==> config.mk <==
export PLATFORM = sky130hd
export DESIGN_NAME = pattern_run_ctrl
export DESIGN_NICKNAME = d
export VERILOG_FILES = /design/src/rtl/pattern_run_ctrl.sv
export SDC_FILE = /design/constraint.sdc
export NUM_CORES = 1
export LEC_CHECK = 0
export CAP_MARGIN = 15
export CORE_ASPECT_RATIO = 1.75
export CORE_UTILIZATION = 57
export CTS_CLUSTER_SIZE = 20
export DETAILED_ROUTE_END_ITERATION = 8
export GPL_TIMING_DRIVEN = 0
export PLACE_DENSITY = 0.84
export SYNTH_ARGS = -nofsm -noshare
export SYNTH_HDL_FRONTEND = slang
export SYNTH_SLANG_ARGS = --single-unit
==> constraint.sdc <==
create_clock -name clk -period 4.98 [get_ports clk]
set_input_delay 0.996 -clock clk [delete_from_list [all_inputs] [get_ports clk]]
set_output_delay 0.996 -clock clk [all_outputs]
set_load 0.05 [all_outputs]
==> src/rtl/pattern_run_ctrl.sv <==
// Serial pattern detector with run control: counts matches of a configurable
// pattern in a qualified bit stream until a match limit, an abort or a reset.
module pattern_run_ctrl #(
    parameter int PAT_W = 8,
    parameter int CNT_W = 8
) (
    input  logic             clk,
    input  logic             reset,
    input  logic             start,
    input  logic             abort,
    input  logic [PAT_W-1:0] cfg_pattern,
    input  logic [3:0]       cfg_len,
    input  logic             cfg_overlap,
    input  logic [CNT_W-1:0] cfg_limit,
    input  logic             q,
    input  logic             q_valid,
    output logic             busy,
    output logic             match,
    output logic [CNT_W-1:0] match_count,
    output logic             done,
    output logic [1:0]       status
);

    localparam int FILL_W = $clog2(PAT_W + 1);
    localparam logic [FILL_W-1:0] FILL_MAX = FILL_W'(PAT_W);
    localparam logic [PAT_W-1:0]  PAT_ONE  = PAT_W'(1);

    localparam logic [1:0] ST_NONE  = 2'b00;
    localparam logic [1:0] ST_LIMIT = 2'b01;
    localparam logic [1:0] ST_ABORT = 2'b10;
    localparam logic [1:0] ST_CFG   = 2'b11;

    typedef enum logic [1:0] {
        IDLE,
        RUN,
        DONE
    } state_t;

    state_t state_q, state_d;

    logic [PAT_W-1:0]  pattern_q, pattern_d;
    logic [3:0]        len_q, len_d;
    logic              overlap_q, overlap_d;
    logic [CNT_W-1:0]  limit_q, limit_d;
    logic [PAT_W-1:0]  hist_q, hist_d;
    logic [FILL_W-1:0] fill_q, fill_d;
    logic [CNT_W-1:0]  count_q, count_d;
    logic [1:0]        status_q, status_d;
    logic              match_q, match_d;
    logic              done_q, done_d;
    logic              busy_q, busy_d;

    logic [PAT_W-1:0]  histShift;
    logic [FILL_W-1:0] fillInc;
    logic [PAT_W-1:0]  lenMask;
    logic              fillOk;
    logic              patHit;
    logic              cfgBad;
    logic [CNT_W-1:0]  countInc;

    // Match is judged on the history as it will look once the incoming bit is in.
    always_comb begin
        histShift = {hist_q[PAT_W-2:0], q};
        fillInc   = (fill_q == FILL_MAX) ? fill_q : fill_q + FILL_W'(1);
        lenMask   = (PAT_ONE << len_q) - PAT_ONE;
        fillOk    = 32'(fillInc) >= 32'(len_q);
        patHit    = ((histShift ^ pattern_q) & lenMask) == '0;
        countInc  = count_q + CNT_W'(1);
        cfgBad    = (cfg_len == 4'd0) || (32'(cfg_len) > PAT_W) || (cfg_limit == '0);
    end

    always_comb begin
        state_d   = state_q;
        pattern_d = pattern_q;
        len_d     = len_q;
        overlap_d = overlap_q;
        limit_d   = limit_q;
        hist_d    = hist_q;
        fill_d    = fill_q;
        count_d   = count_q;
        status_d  = status_q;
        match_d   = 1'b0;

        case (state_q)
            IDLE: begin
                if (start) begin
                    pattern_d = cfg_pattern;
                    len_d     = cfg_len;
                    overlap_d = cfg_overlap;
                    limit_d   = cfg_limit;
                    hist_d    = '0;
                    fill_d    = '0;
                    count_d   = '0;
                    if (cfgBad) begin
                        state_d  = DONE;
                        status_d = ST_CFG;
                    end else begin
                        state_d  = RUN;
                        status_d = ST_NONE;
                    end
                end
            end
            RUN: begin
                if (q_valid) begin
                    hist_d = histShift;
                    fill_d = fillInc;
                    if (fillOk && patHit) begin
                        match_d = 1'b1;
                        count_d = countInc;
                        if (!overlap_q) begin
                            fill_d = '0;
                        end
                    end
                end
                // A match that reaches the limit outranks a simultaneous abort.
                if (match_d && (countInc == limit_q)) begin
                    state_d  = DONE;
                    status_d = ST_LIMIT;
                end else if (abort) begin
                    state_d  = DONE;
                    status_d = ST_ABORT;
                end
            end
            DONE: begin
                state_d = IDLE;
            end
            default: begin
                state_d = IDLE;
            end
        endcase

        busy_d = (state_d == RUN);
        done_d = (state_q == DONE);
    end

    always_ff @(posedge clk) begin
        if (reset) begin
            state_q   <= IDLE;
            pattern_q <= '0;
            len_q     <= '0;
            overlap_q <= 1'b0;
            limit_q   <= '0;
            hist_q    <= '0;
            fill_q    <= '0;
            count_q   <= '0;
            status_q  <= ST_NONE;
            match_q   <= 1'b0;
            done_q    <= 1'b0;
            busy_q    <= 1'b0;
        end else begin
            state_q   <= state_d;
            pattern_q <= pattern_d;
            len_q     <= len_d;
            overlap_q <= overlap_d;
            limit_q   <= limit_d;
            hist_q    <= hist_d;
            fill_q    <= fill_d;
            count_q   <= count_d;
            status_q  <= status_d;
            match_q   <= match_d;
            done_q    <= done_d;
            busy_q    <= busy_d;
        end
    end

    assign busy        = busy_q;
    assign match       = match_q;
    assign match_count = count_q;
    assign done        = done_q;
    assign status      = status_q;

endmodule
Yosys cells after proc, flatten, opt, wreduce, memory -nomap -nowiden
Cells that the tools add are included.

word-level totals
  register bits after elaboration = 47
  output and inout port bits = 13
  word-level logic and storage cells = 69

cells by class
  add/sub/neg operators = 3
  $lt $le $gt $ge = 2
  equality and inequality tests = 9
  shifts and indexed selects = 1
  muxes and demuxes = 25
  bitwise logic cells = 3
  reduce and logical (&&, ||, !) cells = 14

operators by type and width
  kind                 number
  $mux 8               3
  $mux 4               5
  $logic_not 8->1      2
  $mux 2               8
  $pmux 8 s2           1
  $pmux 7 s2           1
  $add 8x1->8 const B  1
  $and 8x8->8          1
  $eq 8x8->1           1
  $pmux 2 s2           2
  $pmux 4 s2           1
  $shl 1x4->8 const A  1
  $sub 8x1->8 const B  1
  $xor 8x8->8          1
  $mux 7               1
  $ne 2x2->1 const B   3
  $reduce_and 3->1     2
  $add 4x1->4 const B  1
  $eq 2x1->1 const B   2
  $eq 4x4->1 const B   1
  $ge 4x4->1           1
  $gt 4x4->1 const B   1
  $logic_not 4->1      1
  $reduce_and 4->1     1
  other kinds (10)     14

Logic depth before layout (Yosys ltp)
Gate-level depths: netlist (run 1).

  depth after elaboration = 12
  depth in mapped cells = 13
  mapped depth without buffers = 12

Least setup slack after synthesis (run 1)
OpenSTA, ideal clock, no wires.

  kind = register to register
  start point = register len_q[0]
  end point = register count_q[7] (netlist: match_count[7])
  library setup time = 0.064 ns
  arrival = 2.720 ns
  required time = 4.916 ns
  slack = 2.196 ns
  cell stages (with the launch flop) = 10
  buffers on the path = 1
  path through = dfxtp_1 > or4_4 > ha_1 > inv_1 > a222oi_1 > o211ai_1 > or4_1 > buf_2 > or4_1 > nand3_1

between the ends
  longest elaborated chain between the ends = 7
  elaborated cells on any way between the ends = 8
  those cells by class = 1 x add/sub; 1 x order compare; 1 x eq/ne; 1 x shift; 1 x bitwise; 3 x reduce/logical

RTL lines
  what                          line  RTL
  start: declaration            42    logic [3:0] len_q, len_d;
  start signal: assignment      153   len_q <= len_d;
  $shl 1x4->8                   65    lenMask = (PAT_ONE << len_q) - PAT_ONE;
  $sub 8x1->8                   65
  $and 8x8->8                   67    patHit = ((histShift ^ pattern_q) & lenMask) == '0;
  $logic_not 8->1               67
  $logic_and 1x1->1 *           107   if (fillOk && patHit) begin
  $ne 2x2->1 (no line) *        --
  $reduce_and 4->1 (no line) *  --
  end signal: assignment        158   count_q <= count_d;
  end: declaration              47    logic [CNT_W-1:0] count_q, count_d;

Mark *: on every way between the ends. The rest lies on a longest branch, timed or not.
A chain may end at the register's enable or synchronous reset.

Final worst setup path (run 1)
  start point = register len_q[0]
  end point = register count_q[4] (netlist: match_count[4])

The elaborated chain is that of the path after synthesis.

==> impl_metrics.csv, run 1 <==
group,metric,value,unit
placement,portBuffers,38,
timing,max_clock_freq,297,MHz
synth,synth_edf_count,0,
synth,synth_ff_type,"dfxtp_1",
synth,ys_ff_latch,47,
timing,worst_pin_slew,1020,ps
timing,final.period_utilization,67.5,%
worst_setup_path,critPathKind,"flip-flop to flip-flop",
routing,wl_per_cell,14.6,um
routing,drtPass1Iterations,4,
cts,postCtsSetupBuffers,0,
cells_and_area,final_cell_mix,"nand2_1, dfxtp_1, clkdlybuf4s50_1",
routing,totalWireLength,6.05,mm
global_route,antenna_found_initial,0,
floorplan,die_w,51.8,um
cts,cts_buffer_depth,2,
cells_and_area,stdcell_count,413,
floorplan,die_h,89.1,um
routing,drc,0,
cts,numCtsBuffers,5,
cells_and_area,diodes,0,
timing,slew_violations,0,
worst_setup_path,cp-start-kind,"flip-flop",
power_and_ir_drop,leakagePower,0.00110,uW
timing,clock_skew,4.69,ps
synth,ys_seq_area_share,38.1,%
cts,cts.reportedPaths.clkPinSlew,80,ps
routing,vias,2438,
timing,final-setup-viol-count,0,
timing,fin_tns_setup,0,ps
timing,finalHoldViolations,0,
synth,syn_nets,354,
timing,rsz0062_at_grt,"false",
placement,place_inst,406,
cts,ctsHoldBuffers,0,
cts,clock-sinks,47,
cts,cts_tree,"built",
cells_and_area,layout-drive-gt1-share,3.30,%
placement,hpwl,4.71,mm
cts,cts_root_buf,"clkbuf_8",
floorplan,coreArea,0.00415,mm^2
timing,fin_crit,3360,ps
timing,slew_headroom,31.4,%
worst_setup_path,cp.required,5170,ps
cts,cts_resized,0,
power_and_ir_drop,cellPowerDensity,269,mW/mm^2
synth,synth_warnings,0,
floorplan,io_pins,40,
synth,syn_area,0.00247,mm^2
cells_and_area,area_growth,21.4,%
global_route,grt_pass1_wl,9.64,mm
synth,synth_area_per_cell,7.75,um^2
cells_and_area,fin_area,0.00300,mm^2
worst_hold_path,min_path_type,"flip-flop to flip-flop",
global_route,grt_pass1_vias,2195,
placement,place_area,0.00291,mm^2
floorplan,dieArea,0.00461,mm^2
routing,drtIter0Drc,52,
worst_setup_path,crit_arrival,3550,ps
cells_and_area,fin_nets,399,
worst_setup_path,cp_max_fo,8,
routing,via_per_inst,5.90,
placement,dp_slack,1490,ps
run_status,status,"finished, final reports clean",
synth,synthCells,319,
worst_setup_path,end_kind,"flip-flop",
synth,yosys.cell_types.count,49,
routing,ant_nets,0,
power_and_ir_drop,peakVddDrop,0.228,mV
timing,whs,472,ps
global_route,grt_usage,28.1,%
synth,synthArstFlopShare,0,%
placement,gp_congestion,0.911,
global_route,grt_max_degree,14,
run,drv_cap,0,
global_route,gr-total-overflow,0,
timing,fin_ws,1620,ps
cells_and_area,final_common_cell,"nand2_1",
cts,clk_latency,300,ps
cts,cts_max_level,2,
floorplan,start_util,59.5,%
floorplan,rows,31,
## registers in the layout (all words and copies together) (netlist names), 2 cells and up
| name | cells |
|---|---|
| status | 2 |
| state_q | 2 |
| hist_q | 7 |
| fill_q | 4 |
| match_count | 8 |
| limit_q | 8 |
| len_q | 4 |
| pattern_q | 8 |
## layout make-up
cell class | count | area, um^2
Timing Repair Buffer | 38 | 380
Inverter | 19 | 71.3
Multi-Input combinational cell | 237 | 1400
Tap cell | 49 | 61.3
Buffer | 16 | 61.3
Sequential cell | 47 | 941
Clock inverter | 1 | 5.00
Clock buffer | 6 | 82.6
Fill cell | 356 | 1150
## cell usage after synthesis, drive strengths merged, types with 2 or more instances
| library cell | n | area, um^2 |
|---|---|---|
| dfxtp | 47 | 941 |
| nand2 | 62 | 233 |
| a211oi | 4 | 30.0 |
| and2 | 4 | 25.0 |
| nand4 | 2 | 12.5 |
| o21bai | 2 | 15.0 |
| o2bb2ai | 3 | 26.3 |
| o211ai | 5 | 37.5 |
| o2111ai | 2 | 17.5 |
| or4 | 3 | 26.3 |
| clkbuf | 14 | 52.6 |
| inv | 19 | 71.3 |
| nor3 | 10 | 50.1 |
| ha | 8 | 100 |
| a22oi | 8 | 60.1 |
| nor4 | 5 | 31.3 |
| nor2 | 20 | 75.1 |
| xnor2 | 13 | 114 |
| a21oi | 33 | 165 |
| o21ai | 8 | 40.0 |
| nor2b | 2 | 12.5 |
| nand3 | 10 | 50.1 |
| and3 | 2 | 12.5 |
| a311o | 2 | 20.0 |
| buf | 2 | 8.75 |
| xor2 | 9 | 78.8 |
## worst max-delay path, cell delays in order (launching register included)
cell and delay, ps:
dfxtp_1 410, or4_4 580, ha_1 290, inv_1 40, a222oi_1 380, o211ai_1 160, nor3_1 810, a311o_1 460
o2bb2ai_1 120
## metal layers
layer | part of all wire [%] | routed length, um | GRT usage (%)
met1 | 37 | 2220 | 27.7
met2 | 55 | 3310 | 54.1
met3 | 4.0 | 244 | 3.74
met4 | 4.5 | 274 | 16.2
met5 | 0 | 0 | 0
## path summary, 6_finish.rpt
check                                from                     endpoint  slack (ps)  depth (start not counted)
setup / recovery    len_q[0]$_SDFFE_PP0P_  match_count[4]$_SDFFE_PP0P_        1620                          8
hold / removal    limit_q[1]$_SDFFE_PP0P_      limit_q[1]$_SDFFE_PP0P_         470                          2
setup reg to reg    len_q[0]$_SDFFE_PP0P_  match_count[4]$_SDFFE_PP0P_        1620                          8
hold reg to reg   limit_q[1]$_SDFFE_PP0P_      limit_q[1]$_SDFFE_PP0P_         470                          2
## power breakdown
part	internal, uW	total, uW	switching, uW
sequential	393	409	16.6
combinational	68.0	165	97.4
clock	109	232	123
## cell families after synthesis
family                   synth area share [%]
AND/OR/NAND/NOR                          23.5
AO/OA/AOI/OAI                            20.8
flip-flops                               38.1
buffers and inverters                    5.37
XOR/XNOR                                 7.80
adder cells (fa/ha/maj)                  4.05
multiplexers                            0.405
## through the flow
step                utilization (%)  total power, uW
floorplan                         -              522
global placement               70.2              576
detailed placement             70.2              582
CTS                            72.3              810
global route                   72.3              841
finish                         72.3              807
Power figures use the tool's default switching activity.
==> inputs of run 2 (changes only) <==
- CORE_UTILIZATION: 57 -> 53
- PLACE_DENSITY: 0.84 -> 0.79
- clock period: 4.98 -> 3.2 ns (I/O delays scaled with it)
==> run 2 against run 1 <==
Count of clock-buffer cells in the layout up 1. Die area up 7.3%. Via count fell by 2.3%. Non-clock buffer count unchanged. Critical path depth grew 1. First-iteration DRC count rose by 27%. Critical endpoint is now match_count[7]$_SDFFE_PP0P_. Cell count increased by 0.73%. Critical path type unchanged. Sequential share of layout area barely moved. Sequential cell count did not move.
==> impl_metrics.csv, run 2 (same netlist as run 1, synthesis figures left out) <==
group,metric,value,unit
placement,portBuffers,38,
floorplan,rows,32,
power_and_ir_drop,pwr-share-comb,20.7,%
cells_and_area,fin_nets,399,
cts,cts_buffer_depth,2,
power_and_ir_drop,cellPowerDensity,410,mW/mm^2
worst_setup_path,critPathMaxStageDelay,540,ps
worst_hold_path,min_path_type,"flip-flop to flip-flop",
run_status,status,"finished, final reports clean",
cells_and_area,postLayoutCoreUtil,67.6,%
cells_and_area,area_growth,21.6,%
cts,cts.reportedPaths.clkPinSlew,80,ps
cts,cts_max_level,2,
power_and_ir_drop,switchingPower,360,uW
worst_setup_path,end_kind,"flip-flop",
power_and_ir_drop,leakagePower,0.00111,uW
worst_setup_path,crit_arrival,3260,ps
worst_setup_path,cpMostUsedCell,"or4_1",
cts,postCtsSetupBuffers,0,
cells_and_area,final_cell_mix,"nand2_1, dfxtp_1, clkdlybuf4s50_1",
cells_and_area,final_common_cell,"nand2_1",
timing,fin_crit,3010,ps
global_route,gr-total-overflow,0,
timing,final.period_utilization,94.2,%
routing,vias,2381,
cts,clk_latency,300,ps
timing,fin_tns_setup,0,ps
placement,gp_congestion,0.885,
cells_and_area,nFillCells,401,
cts,cts_root_buf,"clkbuf_8",
placement,hpwl,4.78,mm
routing,drtIter0Drc,66,
run,drv_cap,0,
cells_and_area,diodes,0,
worst_setup_path,r2r_setup_slack,190,ps
routing,drtPass1Iterations,5,
timing,worst_pin_slew,619,ps
power_and_ir_drop,p_seq_share,51.8,%
worst_setup_path,cp_slowest_cell,"or4_4",
timing,slew_violations,0,
timing,slew_headroom,58.3,%
cts,numCtsBuffers,5,
floorplan,die_h,92.3,um
global_route,antenna_found_initial,0,
floorplan,io_pins,40,
cells_and_area,fin_area,0.00300,mm^2
global_route,grt_pass1_wl,10.1,mm
timing,rsz0062_at_grt,"false",
power_and_ir_drop,internal_power,872,uW
timing,max_clock_freq,332,MHz
placement,place_area,0.00292,mm^2
cells_and_area,multi_input_area,0.00140,mm^2
cts,clock-sinks,47,
global_route,grt_max_degree,14,
floorplan,start_util,55.6,%
floorplan,dieArea,0.00495,mm^2
routing,ant_nets,0,
routing,via_per_inst,5.72,
worst_setup_path,crit_chain,"or4_4, ha_1, inv_1, a222oi_1, o211ai_1, or4_1, buf_2, or4_1, nand3_1",
global_route,grt_usage,27.9,%
routing,wl_per_cell,14.5,um
routing,totalWireLength,6.05,mm
global_route,grt_pass1_vias,2308,
cells_and_area,layout-drive-gt1-share,3.84,%
floorplan,die_w,53.6,um
cells_and_area,regArea,942,um^2
timing,final-setup-viol-count,0,
power_and_ir_drop,peakVddDrop,0.346,mV
worst_setup_path,critPathKind,"flip-flop to flip-flop",
worst_setup_path,cp_max_fo,9,
power_and_ir_drop,clockPowerShare,27.5,%
cts,ctsHoldBuffers,0,
worst_setup_path,cp-start-kind,"flip-flop",
cts,cts_tree,"built",
worst_setup_path,crit_buf_inv,2,
routing,drc,0,
floorplan,coreArea,0.00444,mm^2
timing,finalHoldViolations,0,
worst_setup_path,cp.required,3440,ps
power_and_ir_drop,switching_share,29.2,%
worst_setup_path,cp_top_family,"simple AND/OR/NAND/NOR gates",
timing,clock_skew,4.03,ps
-- run 2: cell count changes in the layout (fill, tap and decap cells not counted) --
cell / before / now
nor3_2: 0 / 1
dfxtp_1: 47 / 46
clkbuf_8: 6 / 5
clkbuf_1: 14 / 15
dfxtp_2: 0 / 1
clkbuf_2: 0 / 1
nor3_1: 10 / 9
-- run 2: layout make-up --
class	count	area share [%]
plain buffers	16	2.08
flip-flops and latches	47	31.4
repair buffers	38	12.7
inverters	19	2.37
well taps	51	2.12
clock buffers	7	2.54
clock inverters	1	0.167
multi-input cells	237	46.7
-- run 2: power groups by stage --
stage               clock network [uW]  logic, uW  registers (uW)
finish                             339        255             637
global placement                     0        248             650
floorplan                            0        150             662
detailed placement                   0        252             651
global route                       380        283             641
CTS                                350        253             637
-- run 2: timing repair --
action | 4_1_cts | 5_1_grt
endpoints found under the setup margin | 0 | 10
resized for setup | 0 | 4
hold endpoints to repair | 0 | 0
-- run 2: worst paths after layout --
kind                              from                          end  cells past startpoint
max              len_q[1]$_SDFFE_PP0P_  match_count[7]$_SDFFE_PP0P_                      9
min          pattern_q[0]$_SDFFE_PP0P_    pattern_q[0]$_SDFFE_PP0P_                      2
max reg2reg      len_q[1]$_SDFFE_PP0P_  match_count[7]$_SDFFE_PP0P_                      9
min reg2reg  pattern_q[0]$_SDFFE_PP0P_    pattern_q[0]$_SDFFE_PP0P_                      2
-- run 2: layer usage --
| metal | share of wire (%) | GRT usage, % | vias to the layer above |
|---|---|---|---|
| li1 | - | - | 1202 |
| met1 | 37 | 27.0 | 1089 |
| met2 | 55 | 50.4 | 70 |
| met3 | 3.2 | 4.76 | 20 |
| met4 | 4.7 | 18.0 | 0 |
| met5 | 0 | 0 | - |
-- run 2: through the flow --
stage | setup WS [ps] | hold WS [ps] | power (uW) | instances
2_1_floorplan | 416 | 448 | 812 | 319
3_3_place_gp | 124 | 457 | 897 | 408
3_5_place_dp | 92.9 | 460 | 903 | 408
4_1_cts | 72.9 | 472 | 1240 | 416
5_1_grt | 16.2 | 494 | 1300 | 416
6_report | 185 | 467 | 1230 | 416
-- run 2: worst register-to-register path, cell delays in order, from the launching register on --
cell      delay, ps
dfxtp_1         390
or4_4           540
ha_1            290
inv_1            30
a222oi_1        350
o211ai_1        190
or4_1           410
buf_2           190
or4_1           510
nand3_1          70
==> inputs of run 3 (changes only) <==
- CORE_ASPECT_RATIO: 1.75 -> not set
- MAX_ROUTING_LAYER: not set -> met4
==> run 3 against run 2 <==
Register-to-register slack worse by 30 ps. Sequential cell count stayed put. Cell count is 0.24% higher. Global-route usage is 2.6 points lower. Critical path depth stayed put. Combinational power hardly changed. Via count is 0.46% lower. Sequential power hardly changed. Non-clock buffer count stayed put. Sequential share of layout area is 0.40 points lower. Hold slack better by 2.7 ps. Clock skew is 0.63 ps higher. Critical endpoint unchanged.
==> impl_metrics.csv, run 3 (same netlist as run 1, synthesis figures left out) <==
group,metric,value,unit
timing,final.period_utilization,95.1,%
placement,gp_congestion,0.900,
cts,ctsHoldBuffers,0,
timing,clock_skew,4.66,ps
cells_and_area,final_common_cell,"nand2_1",
cts,cts_root_buf,"clkbuf_8",
cts,cts_buffer_depth,2,
timing,finalHoldViolations,0,
cells_and_area,diodes,0,
run,drv_cap,0,
cts,cts_max_level,2,
timing,fin_ws,157,ps
timing,rsz0062_at_grt,"false",
timing,slew_violations,0,
routing,drtIter0Drc,130,
cells_and_area,final_cell_mix,"nand2_1, dfxtp_1, clkdlybuf4s50_1",
timing,slew_headroom,63.1,%
routing,ant_nets,0,
floorplan,start_util,56.0,%
routing,via_per_inst,5.68,
global_route,grt_max_degree,15,
power_and_ir_drop,peakVddDrop,0.325,mV
placement,portBuffers,38,
global_route,grt_pass1_wl,9.82,mm
timing,worst_pin_slew,549,ps
power_and_ir_drop,cellPowerDensity,442,mW/mm^2
cts,cts_resized,0,
global_route,gr-total-overflow,0,
timing,fin_crit,3040,ps
worst_setup_path,critPathMaxStageDelay,570,ps
floorplan,io_pins,40,
cells_and_area,layout-drive-gt1-share,3.84,%
cts,clock-sinks,47,
power_and_ir_drop,power.total,1340,uW
cells_and_area,fin_nets,399,
timing,fin_tns_setup,0,ps
worst_setup_path,cp_slowest_cell,"or4_4",
cells_and_area,area_growth,23.0,%
timing,whs,470,ps
worst_setup_path,end_kind,"flip-flop",
global_route,antenna_found_initial,0,
routing,drc,0,
worst_setup_path,cp.required,3450,ps
cts,cts.reportedPaths.clkPinSlew,90,ps
routing,vias,2370,
worst_hold_path,min_path_type,"flip-flop to flip-flop",
placement,place_inst,409,
run_status,status,"finished, final reports clean",
floorplan,coreArea,0.00441,mm^2
timing,max_clock_freq,329,MHz
floorplan,die_h,70.3,um
floorplan,die_w,70.3,um
worst_setup_path,cp_max_fo,9,
worst_setup_path,cpMostUsedCell,"or4_1",
placement,dp_slack,116,ps
routing,totalWireLength,5.71,mm
cts,clk_latency,300,ps
placement,hpwl,4.38,mm
worst_setup_path,crit_arrival,3290,ps
global_route,grt_pass1_vias,2149,
cts,numCtsBuffers,5,
worst_setup_path,cp-start-kind,"flip-flop",
cts,postCtsSetupBuffers,0,
cts,cts_tree,"built",
power_and_ir_drop,leakagePower,0.00112,uW
routing,drtPass1Iterations,4,
worst_setup_path,crit_chain,"or4_4, ha_1, inv_1, a222oi_1, o211ai_1, or4_1, buf_2, or4_1, nand3_1",
worst_setup_path,critPathKind,"flip-flop to flip-flop",
floorplan,dieArea,0.00494,mm^2
timing,final-setup-viol-count,0,
floorplan,rows,24,
cells_and_area,stdcell_count,417,
routing,wl_per_cell,13.7,um
global_route,grt_usage,25.2,%
==> run 3: changes by cell type in the layout (fill, tap and decap cells not counted) <==
cell	change
bufinv_16	+1
clkbuf_8	+1
dfxtp_2	-1
dfxtp_1	+1
clkbuf_2	-1
clkbuf_1	-1
==> run 3: layout make-up <==
| class | instances | area [um^2] |
|---|---|---|
| Multi-Input combinational cell | 237 | 1400 |
| Fill cell | 393 | 1380 |
| Sequential cell | 47 | 941 |
| Timing Repair Buffer | 38 | 380 |
| Clock buffer | 6 | 82.6 |
| Inverter | 19 | 71.3 |
| Tap cell | 52 | 65.1 |
| Buffer | 16 | 61.3 |
| Clock inverter | 2 | 35.0 |
==> run 3: power by group <==
group / internal [uW] / total [uW] / switching (uW)
clock network: 253 / 450 / 198
registers: 611 / 638 / 26.2
logic: 107 / 256 / 149
total: 971 / 1340 / 373
==> run 3: metrics by stage <==
stage / area (um^2) / utilization [%]
floorplan: 2470 / -
global placement: 2920 / 66.1
detailed placement: 2920 / 66.1
CTS: 3030 / 68.7
global route: 3040 / 68.8
finish: 3040 / 68.8
==> run 3: critical path, delay by kind of cell (launching register included) <==
family,cells,cell delay (ps)
AND/OR/NAND/NOR,4,1570
adder cells (fa/ha/maj),1,290
flip-flops,1,410
buffers and inverters,2,230
AO/OA/AOI/OAI,2,490
==> run 3: metal layers <==
metal  up-vias  wire [um]  GRT usage (%)
met1      1106       2680           33.7
met5         -          0              -
li1       1205          -              -
met2        53       2660           39.5
met4         0         46           6.00
met3         6        316           4.76
==> run 3: final timing paths <==
path	slack, ps	to	from	depth (start not counted)
setup / recovery	160	match_count[7]$_SDFFE_PP0P_	len_q[0]$_SDFFE_PP0P_	9
hold / removal	470	limit_q[4]$_SDFFE_PP0P_	limit_q[4]$_SDFFE_PP0P_	2
setup reg to reg	160	match_count[7]$_SDFFE_PP0P_	len_q[0]$_SDFFE_PP0P_	9
hold reg to reg	470	limit_q[4]$_SDFFE_PP0P_	limit_q[4]$_SDFFE_PP0P_	2
